### config.mk
export PLATFORM = sky130hd
export DESIGN_NAME = debounce_edge
export DESIGN_NICKNAME = d
export VERILOG_FILES = /design/src/rtl/debounce_edge.sv
export SDC_FILE = /design/constraint.sdc
export NUM_CORES = 1
export LEC_CHECK = 0
export BUFFER_PORTS_ARGS = -buffer_cell sky130_fd_sc_hd__buf_2
export CAP_MARGIN = 20
export CORE_AREA = 5 5 42 44
export DETAILED_ROUTE_END_ITERATION = 10
export DIE_AREA = 0 0 47 49
export GPL_TIMING_DRIVEN = 1
export SYNTH_ARGS = -nofsm -noshare
export SYNTH_HDL_FRONTEND = slang
export SYNTH_SLANG_ARGS = --single-unit
### constraint.sdc
create_clock -name i_clk -period 1.7 [get_ports i_clk]
set_clock_uncertainty 0.15 [all_clocks]
set_input_delay 0.085 -clock i_clk [delete_from_list [all_inputs] [get_ports i_clk]]
set_output_delay 0.085 -clock i_clk [all_outputs]
set_load 0.02 [all_outputs]
### src/rtl/debounce_edge.sv
// debounce_edge: N_STABLE-cycle level filter with one-cycle rise/fall strobes.
// Define DEBOUNCE_EDGE_SYNC_EN to add a 2-flop synchronizer ahead of the FSM.
module debounce_edge #(
  parameter int unsigned N_STABLE = 8,
  parameter int unsigned CNT_W    = $clog2(N_STABLE)
) (
  input  logic i_clk,
  input  logic i_rstn,
  input  logic i_d,
  input  logic i_en,
  output logic o_q,
  output logic o_rise,
  output logic o_fall,
  output logic o_busy
);

  typedef enum logic [1:0] {
    S_LOW,
    S_CHK_H,
    S_HIGH,
    S_CHK_L
  } state_t;

  localparam logic [CNT_W-1:0] LAST = CNT_W'(N_STABLE - 1);
  localparam logic [CNT_W-1:0] ONE  = CNT_W'(1);

  state_t           state;
  logic [CNT_W-1:0] cnt;
  logic             d;

`ifdef DEBOUNCE_EDGE_SYNC_EN
  logic [1:0] sync;

  always_ff @(posedge i_clk or negedge i_rstn) begin
    if (!i_rstn) begin
      sync <= '0;
    end else begin
      sync <= {sync[0], i_d};
    end
  end

  assign d = sync[1];
`else
  assign d = i_d;
`endif

  always_ff @(posedge i_clk or negedge i_rstn) begin
    if (!i_rstn) begin
      state  <= S_LOW;
      cnt    <= '0;
      o_q    <= 1'b0;
      o_rise <= 1'b0;
      o_fall <= 1'b0;
      o_busy <= 1'b0;
    end else begin
      o_rise <= 1'b0;
      o_fall <= 1'b0;
      unique case (state)
        S_LOW: begin
          if (i_en && d) begin
            state  <= S_CHK_H;
            cnt    <= ONE;
            o_busy <= 1'b1;
          end
        end
        S_CHK_H: begin
          if (!i_en || !d) begin
            state  <= S_LOW;
            cnt    <= '0;
            o_busy <= 1'b0;
          end else if (cnt == LAST) begin
            state  <= S_HIGH;
            cnt    <= '0;
            o_q    <= 1'b1;
            o_rise <= 1'b1;
            o_busy <= 1'b0;
          end else begin
            cnt <= cnt + ONE;
          end
        end
        S_HIGH: begin
          if (i_en && !d) begin
            state  <= S_CHK_L;
            cnt    <= ONE;
            o_busy <= 1'b1;
          end
        end
        S_CHK_L: begin
          if (!i_en || d) begin
            state  <= S_HIGH;
            cnt    <= '0;
            o_busy <= 1'b0;
          end else if (cnt == LAST) begin
            state  <= S_LOW;
            cnt    <= '0;
            o_q    <= 1'b0;
            o_fall <= 1'b1;
            o_busy <= 1'b0;
          end else begin
            cnt <= cnt + ONE;
          end
        end
        default: begin
          state  <= S_LOW;
          cnt    <= '0;
          o_q    <= 1'b0;
          o_busy <= 1'b0;
        end
      endcase
    end
  end

endmodule

==> flow_summary.yaml, run 1 <==
worst_setup_path:
  r2r_slack_ns: 0.19
  cp_max_fo: 3
  end_kind: "flop"
  crit_end: "state[1]"
  r2r_start: "cnt[0]"
  worstReg2RegEnd: "state[1]"
  cp_data_required_time_ns: 1.69
  crit_type: "flop to flop"
  reg2reg_depth: 4
  start_kind: "flop"
  cp_data_arrival_time_ns: 1.51
  startpoint: "cnt[0]"
sta:
  fmax_mhz: 661
  final_hold_viol_count: 0
  max_slew_margin_pct: 81.9
  setup_viol_count_final: 0
  hold_slack_ns: 0.0100
  maxSlewViolCount: 0
  setup_tns_ns: 0
  tightest_slew_ns: 0.271
  fin_crit_ns: 1.51
  rsz0062_at_grt: "no"
  fin_crit_sh_pct: 89.0
clock_tree:
  cts_sinks: 9
  ctsResizeCount: 0
  cts-root-buf: "clkbuf_4"
  clock_path_buffers: 2
  postCtsSetupBuffers: 0
  cts.clk_slew.worst_paths_ns: 0.06
  cts_made_buffers: 3
  htree_levels: 1
  insertion_delay_ns: 0.26
  cts_tree: "done"
finish:
  antenna_cells: 0
  fillers: 150
  syn2layout_area_growth_pct: 22.8
  ff_latch_area_sq_um: 225
  multiInputGateArea_sq_um: 193
  drive_gt1_share_pct: 27.1
  final_common_cell: "dfrtp_1"
  final_cell_mix: "dfrtp_1, buf_2, a21oi_1"
  fin_nets: 56
power_and_ir_drop:
  leakagePower_nw: 0.247
  vdd_drop_max_mv: 0.316
  powerDensity_nw_per_um2: 864
synth:
  ys_top_cells_by_area: "dfrtp_1, ha_1, a21oi_1"
  synth_top_cell_by_area: "dfrtp_1"
  synth-seq-cells: 9
  syn-num-nets: 43
  syn_inst: 36
  seq_area_frac_synth_pct: 53.3
  synth.distinct_cells: 18
  yosysWarningCount: 0
  synth_area_sq_um: 423
  yosysTopAreaCellShare_pct: 53.3
  synth.avg_cell_area_sq_um: 11.7
placement:
  hpwl_um: 564
  routabilityCongestion: 0.779
  port_buffers: 7
run:
  drv_cap: 0
global_route:
  grt_overflow_total: 0
  antenna_found_initial: 0
  track_usage_pct: 8.24
  grt_max_degree: 10
  grt_pass1_wl_um: 1300
  grt_pass1_vias: 317
detailed_routing:
  wl_per_cell_um: 11.6
  post_drt_via_cell_ratio: 4.92
  detail-route-antenna-nets: 0
  vias: 315
  wl_um: 742
  drcViolationCount: 0
  first_iter_violations: 1
  firstDrtPassIters: 2
min_path:
  min-delay-start: "i_en"
  whs_path_depth: 3
  hold_path_class: "input pin to flop"
die:
  die_w_um: 47
  die_height_um: 49
  io-pin-count: 8
  dieArea_sq_um: 2300
  start_util_pct: 30.2
  std_cell_rows: 14
  core_sq_um: 1400
run_status:
  status: "finished clean"
==> area by class of cell <==
| type | count | share of cell area (%) |
|---|---|---|
| clock buffers | 4 | 5.06 |
| multi-input cells | 26 | 37.1 |
| flip-flops and latches | 9 | 43.4 |
| well taps | 16 | 3.86 |
| repair buffers | 9 | 10.6 |
==> worst min-delay path by stage <==
stage | slack (ns) | end
4_1_cts | 0.0003 | o_fall
3_5_place_dp | -0.20 | o_q
6_report | 0.01 | o_fall
5_1_grt | 0.02 | o_fall
2_1_floorplan | -0.36 | cnt[0]
3_3_place_gp | -0.20 | o_fall
==> worst max-delay path: stages, from the launching register on <==
cell	delay, ns
dfrtp_1	0.39
ha_1	0.23
ha_1	0.21
nand3_1	0.09
mux2_2	0.33
==> metal layers <==
metal | vias to the layer above | share of wire (%) | global-route usage (%)
met5 | - | 0 | 0
met4 | 0 | 1.3 | 5.53
met3 | 2 | 6.6 | 5.54
met2 | 8 | 49 | 11.3
met1 | 153 | 43 | 8.80
li1 | 152 | - | -
==> cells in the mapped netlist <==
master     n
a2bb2o_4   1
buf_2      1
nand2b_1   1
nor2b_1    1
nand3_1    2
dfrtp_1    9
mux2_2     1
o21ai_0    2
xor2_2     1
o22ai_1    1
a21oi_1    4
nor3b_1    1
nor2_1     2
nand4_1    1
o2bb2ai_1  1
ha_1       3
o21a_1     1
nand2_1    3
==> where the power goes <==
part / internal (W) / switching (W) / total (W)
Sequential: 0.000226 / 0.0000115 / 0.000238
Combinational: 0.0000223 / 0.0000280 / 0.0000503
Clock: 0.0000902 / 0.0000705 / 0.000161
Total: 0.000339 / 0.000110 / 0.000449
==> timing repair <==
item	in CTS	in global routing
endpoints found under the setup margin	0	0
hold buffers	2	0
endpoints found under the hold margin	12	0
==> metrics by stage <==
stage	setup slack [ns]	utilization [%]	total power, W	std cells	instance area [sq um]
final	0.186	37.1	0.000449	64	519
after global routing	0.136	37.1	0.000488	64	519
after CTS	0.181	37.1	0.000462	64	519
after detailed placement	0.191	33.8	0.000289	58	473
after global placement	0.213	33.8	0.000289	58	473
after floorplan	0.245	-	0.000269	36	423
==> sequential cells by signal, summed over array words and instances, names as in the netlist <==
signal,flops
cnt,3
o_busy,1
o_fall,1
o_q,1
o_rise,1
state,2
==> kinds of logic after synthesis <==
| group | after synthesis | synth area share (%) |
|---|---|---|
| buffers and inverters | 1 | 1.18 |
| AND/OR/NAND/NOR | 11 | 13.0 |
| flip-flops | 9 | 53.3 |
| multiplexers | 1 | 2.66 |
| adder cells (fa/ha/maj) | 3 | 8.88 |
| AO/OA/AOI/OAI | 10 | 17.2 |
| XOR/XNOR | 1 | 3.85 |
Note: power is estimated with default switching activity, not from simulation.
==> inputs of run 2 (changes only) <==
- RECOVER_POWER: unset -> 100
==> flow_summary.yaml, run 2 (synthesized netlist as in run 1, its figures left out) <==
worst_setup_path:
  r2r_start: "cnt[0]"
  startpoint: "cnt[0]"
  crit_end: "state[1]"
  worstReg2RegEnd: "state[1]"
  cp_max_fo: 3
  crit_type: "flop to flop"
  cp_data_arrival_time_ns: 1.51
  reg2reg_depth: 4
  start_kind: "flop"
  end_kind: "flop"
  cp_data_required_time_ns: 1.69
  r2r_slack_ns: 0.19
die:
  io-pin-count: 8
  dieArea_sq_um: 2300
  start_util_pct: 30.2
  die_w_um: 47
  core_sq_um: 1400
  die_height_um: 49
  std_cell_rows: 14
detailed_routing:
  drcViolationCount: 0
  wl_per_cell_um: 11.6
  detail-route-antenna-nets: 0
  firstDrtPassIters: 2
  wl_um: 744
  vias: 315
  post_drt_via_cell_ratio: 4.92
  first_iter_violations: 1
clock_tree:
  clock_path_buffers: 2
  htree_levels: 1
  cts_sinks: 9
  cts.clk_slew.worst_paths_ns: 0.06
  cts-root-buf: "clkbuf_4"
  cts_made_buffers: 3
  postCtsSetupBuffers: 0
  cts_hold_buf: 2
  cts_tree: "done"
  insertion_delay_ns: 0.26
  ctsResizeCount: 0
finish:
  final_core_utilization_pct: 36.0
  multiInputGateArea_sq_um: 185
  drive_gt1_share_pct: 12.5
  final_common_cell: "dfrtp_1"
  layout.cells.non_filler: 64
  ff_latch_area_sq_um: 225
  largest_reg_flops: 3
  fillers: 153
  syn2layout_area_growth_pct: 19.2
  fin_nets: 56
  final_cell_mix: "dfrtp_1, clkbuf_1, a21oi_1"
  regMostFlops: "cnt"
  antenna_cells: 0
  reg_top3: "cnt (3), state (2)"
global_route:
  grt_max_degree: 10
  track_usage_pct: 8.24
  grt_overflow_total: 0
  grt_pass1_wl_um: 1300
  grt_pass1_vias: 317
  antenna_found_initial: 0
sta:
  fin_crit_ns: 1.51
  fin_ws_ns: 0.186
  final_hold_viol_count: 0
  maxSlewViolCount: 0
  tightest_slew_ns: 0.489
  setup_viol_count_final: 0
  fin_crit_sh_pct: 89.0
  max_slew_margin_pct: 67.4
  rsz0062_at_grt: "no"
  setup_tns_ns: 0
  fmax_mhz: 661
min_path:
  hold_path_class: "input pin to flop"
  whs_path_depth: 3
  min-delay-start: "i_en"
run:
  drv_cap: 0
power_and_ir_drop:
  share_comb_of_total_power_pct: 10.7
  powerDensity_nw_per_um2: 885
  p_switching_w: 0.000110
  clock_power_share_pct: 36.0
  switching_share_pct: 24.6
  vdd_drop_max_mv: 0.316
  seqPwrFrac_pct: 53.2
  p_int_w: 0.000337
  leakagePower_nw: 0.229
run_status:
  status: "finished clean"
placement:
  hpwl_um: 564
  placedCellCount: 58
  pre_cts_slack_ns: 0.191
  routabilityCongestion: 0.779
  port_buffers: 7
## run 2: changes by cell type in the layout (fill, tap and decap cells not counted)
cell | previous run | this run
xor2_2 | 1 | 0
clkbuf_1 | 1 | 7
xor2_1 | 0 | 1
buf_2 | 7 | 1
## run 2: area by class of cell
cell class                      count  share of cell area [%]
Tap cell                           16                    3.97
Multi-Input combinational cell     26                    36.7
Sequential cell                     9                    44.7
Clock buffer                        4                    5.21
Timing Repair Buffer                9                    9.43
## run 2: power groups by stage
stage	Clock, W	Sequential [W]	Combinational [W]
floorplan	0	0.000241	0.0000278
global placement	0	0.000241	0.0000478
detailed placement	0	0.000242	0.0000479
CTS	0.000173	0.000238	0.0000515
global route	0.000190	0.000240	0.0000557
finish	0.000161	0.000238	0.0000480
## run 2: how the worst min path moves through the flow
stage / to / slack (ns)
after global routing: o_fall / 0.02
final: o_fall / 0.01
after CTS: o_fall / 0.0003
after global placement: o_fall / -0.20
after detailed placement: o_q / -0.20
after floorplan: cnt[0] / -0.36
## run 2: layer usage
layer  vias up  track usage [%]  wire length (um)
li1        153                -                 -
met1       152             8.80               318
met2         8             11.3               365
met3         2             5.54                51
met4         0             5.53                10
met5         -                0                 0
## run 2: worst max-delay path, cell delays in order (launching register included)
cell and delay [ns]:
dfrtp_1 0.39, ha_1 0.23, ha_1 0.21, nand3_1 0.09, mux2_2 0.33
## run 2: through the flow
| stage | hold slack [ns] | power [W] | cell area, sq um |
|---|---|---|---|
| final | 0.0111 | 0.000446 | 504 |
| after global placement | -0.201 | 0.000289 | 473 |
| after floorplan | -0.361 | 0.000269 | 423 |
| after detailed placement | -0.200 | 0.000289 | 473 |
| after CTS | 0.000322 | 0.000462 | 519 |
| after global routing | 0.0199 | 0.000486 | 504 |
==> inputs of run 3 (changes only) <==
- CELL_PAD_IN_SITES_DETAIL_PLACEMENT: unset -> 1
- CELL_PAD_IN_SITES_GLOBAL_PLACEMENT: unset -> 2
- CORE_AREA: 5 5 42 44 -> 5 5 43 45
- DIE_AREA: 0 0 47 49 -> 0 0 48 50
- PLACE_DENSITY_LB_ADDON: unset -> 0.1
==> flow_summary.yaml, run 3 (synthesized netlist as in run 1, its figures left out) <==
worst_setup_path:
  crit_chain: "ha_1 -> ha_1 -> nand3_1 -> mux2_2"
  path_buf_inv: 0
  cp_data_required_time_ns: 1.69
  start_kind: "flop"
  crit_type: "flop to flop"
  end_kind: "flop"
  cp_common_cell: "ha_1"
  cpLargestDelayFamily: "adder cells"
  cp_max_fo: 3
  cp_slowest_cell: "dfrtp_1"
  cp_slowest_stage_delay_ns: 0.39
  cp_data_arrival_time_ns: 1.53
die:
  die_height_um: 50
  core_sq_um: 1440
  dieArea_sq_um: 2400
  start_util_pct: 29.4
  io-pin-count: 8
  std_cell_rows: 14
  die_w_um: 48
sta:
  final_hold_viol_count: 0
  max_slew_margin_pct: 65.8
  setup_tns_ns: 0
  setup_viol_count_final: 0
  fin_crit_ns: 1.53
  rsz0062_at_grt: "no"
  fin_crit_sh_pct: 90.1
  maxSlewViolCount: 0
  fin_ws_ns: 0.168
  fmax_mhz: 653
  tightest_slew_ns: 0.514
clock_tree:
  clock_path_buffers: 2
  ctsResizeCount: 0
  postCtsSetupBuffers: 0
  cts-root-buf: "clkbuf_4"
  htree_levels: 1
  cts_sinks: 9
  cts_tree: "done"
  insertion_delay_ns: 0.26
  cts_made_buffers: 3
  cts.clk_slew.worst_paths_ns: 0.06
detailed_routing:
  firstDrtPassIters: 4
  wl_per_cell_um: 14.7
  first_iter_violations: 2
  drcViolationCount: 0
  post_drt_via_cell_ratio: 4.98
  detail-route-antenna-nets: 0
  wl_um: 954
  vias: 324
global_route:
  gr-usage-met1_pct: 11.9
  met2_usage_pct: 13.9
  grt_max_degree: 10
  grt_overflow_total: 0
  grt_pass1_wl_um: 1600
  grt_most_used_layer: "met2"
  antenna_found_initial: 0
  grt_pass1_vias: 365
  track_usage_pct: 9.79
  grtUsageMet3_pct: 3.27
power_and_ir_drop:
  powerDensity_nw_per_um2: 899
  leakagePower_nw: 0.237
  power.total_w: 0.000454
  vdd_drop_max_mv: 0.298
placement:
  placedCellCount: 58
  routabilityCongestion: 0.771
  pre_cts_slack_ns: 0.164
  hpwl_um: 711
  port_buffers: 7
  place_area_sq_um: 473
finish:
  final_common_cell: "dfrtp_1"
  regMostFlops: "cnt"
  drive_gt1_share_pct: 12.2
  antenna_cells: 0
  fin_nets: 57
  final_area_sq_um: 505
  largest_reg_flops: 3
  layout.cells.non_filler: 65
  reg_top3: "cnt (3), state (2)"
  syn2layout_area_growth_pct: 19.5
  final_cell_mix: "dfrtp_1, clkbuf_1, a21oi_1"
min_path:
  hold_path_class: "input pin to async pin"
run:
  drv_cap: 0
run_status:
  status: "finished clean"
[run 3: final timing paths]
kind | startpoint | to | slack, ns | cells past startpoint
max in group asynchronous | i_rstn | o_q | 0.89 | 2
hold / removal | i_rstn | o_busy | 0.16 | 2
setup reg to reg | cnt[0] | state[1] | 0.17 | 4
hold reg to reg | cnt[1] | cnt[1] | 0.36 | 1
min in group i_clk | cnt[1] | cnt[1] | 0.36 | 1
setup / recovery | cnt[0] | state[1] | 0.17 | 4
[run 3: area by class of cell]
class	count	area, sq um
flip-flops and latches	9	225
clock buffers	4	26.3
fillers	173	931
well taps	16	20.0
repair buffers	10	58.8
multi-input cells	26	175
[run 3: power by group]
part / switching, W / internal [W]
clock: 0.0000762 / 0.0000905
combinational: 0.0000293 / 0.0000212
sequential: 0.0000110 / 0.000226
[run 3: through the flow]
stage / hold slack [ns] / utilization [%]
CTS: 0.0607 / 36.8
detailed placement: -0.196 / 32.9
global placement: -0.206 / 32.9
finish: 0.158 / 35.2
floorplan: -0.361 / -
global route: 0.207 / 35.2
[run 3: per-layer routing]
metal / vias up / wire (um)
met4: 0 / 0
met1: 163 / 416
met5: - / 0
met2: 6 / 477
met3: 0 / 60
li1: 155 / -
[run 3: what timing repair did]
| item | 4_1_cts | 5_1_grt |
|---|---|---|
| hold buffers | 3 | 0 |
| endpoints found under the hold margin | 12 | 0 |
| setup endpoints to repair | 0 | 0 |
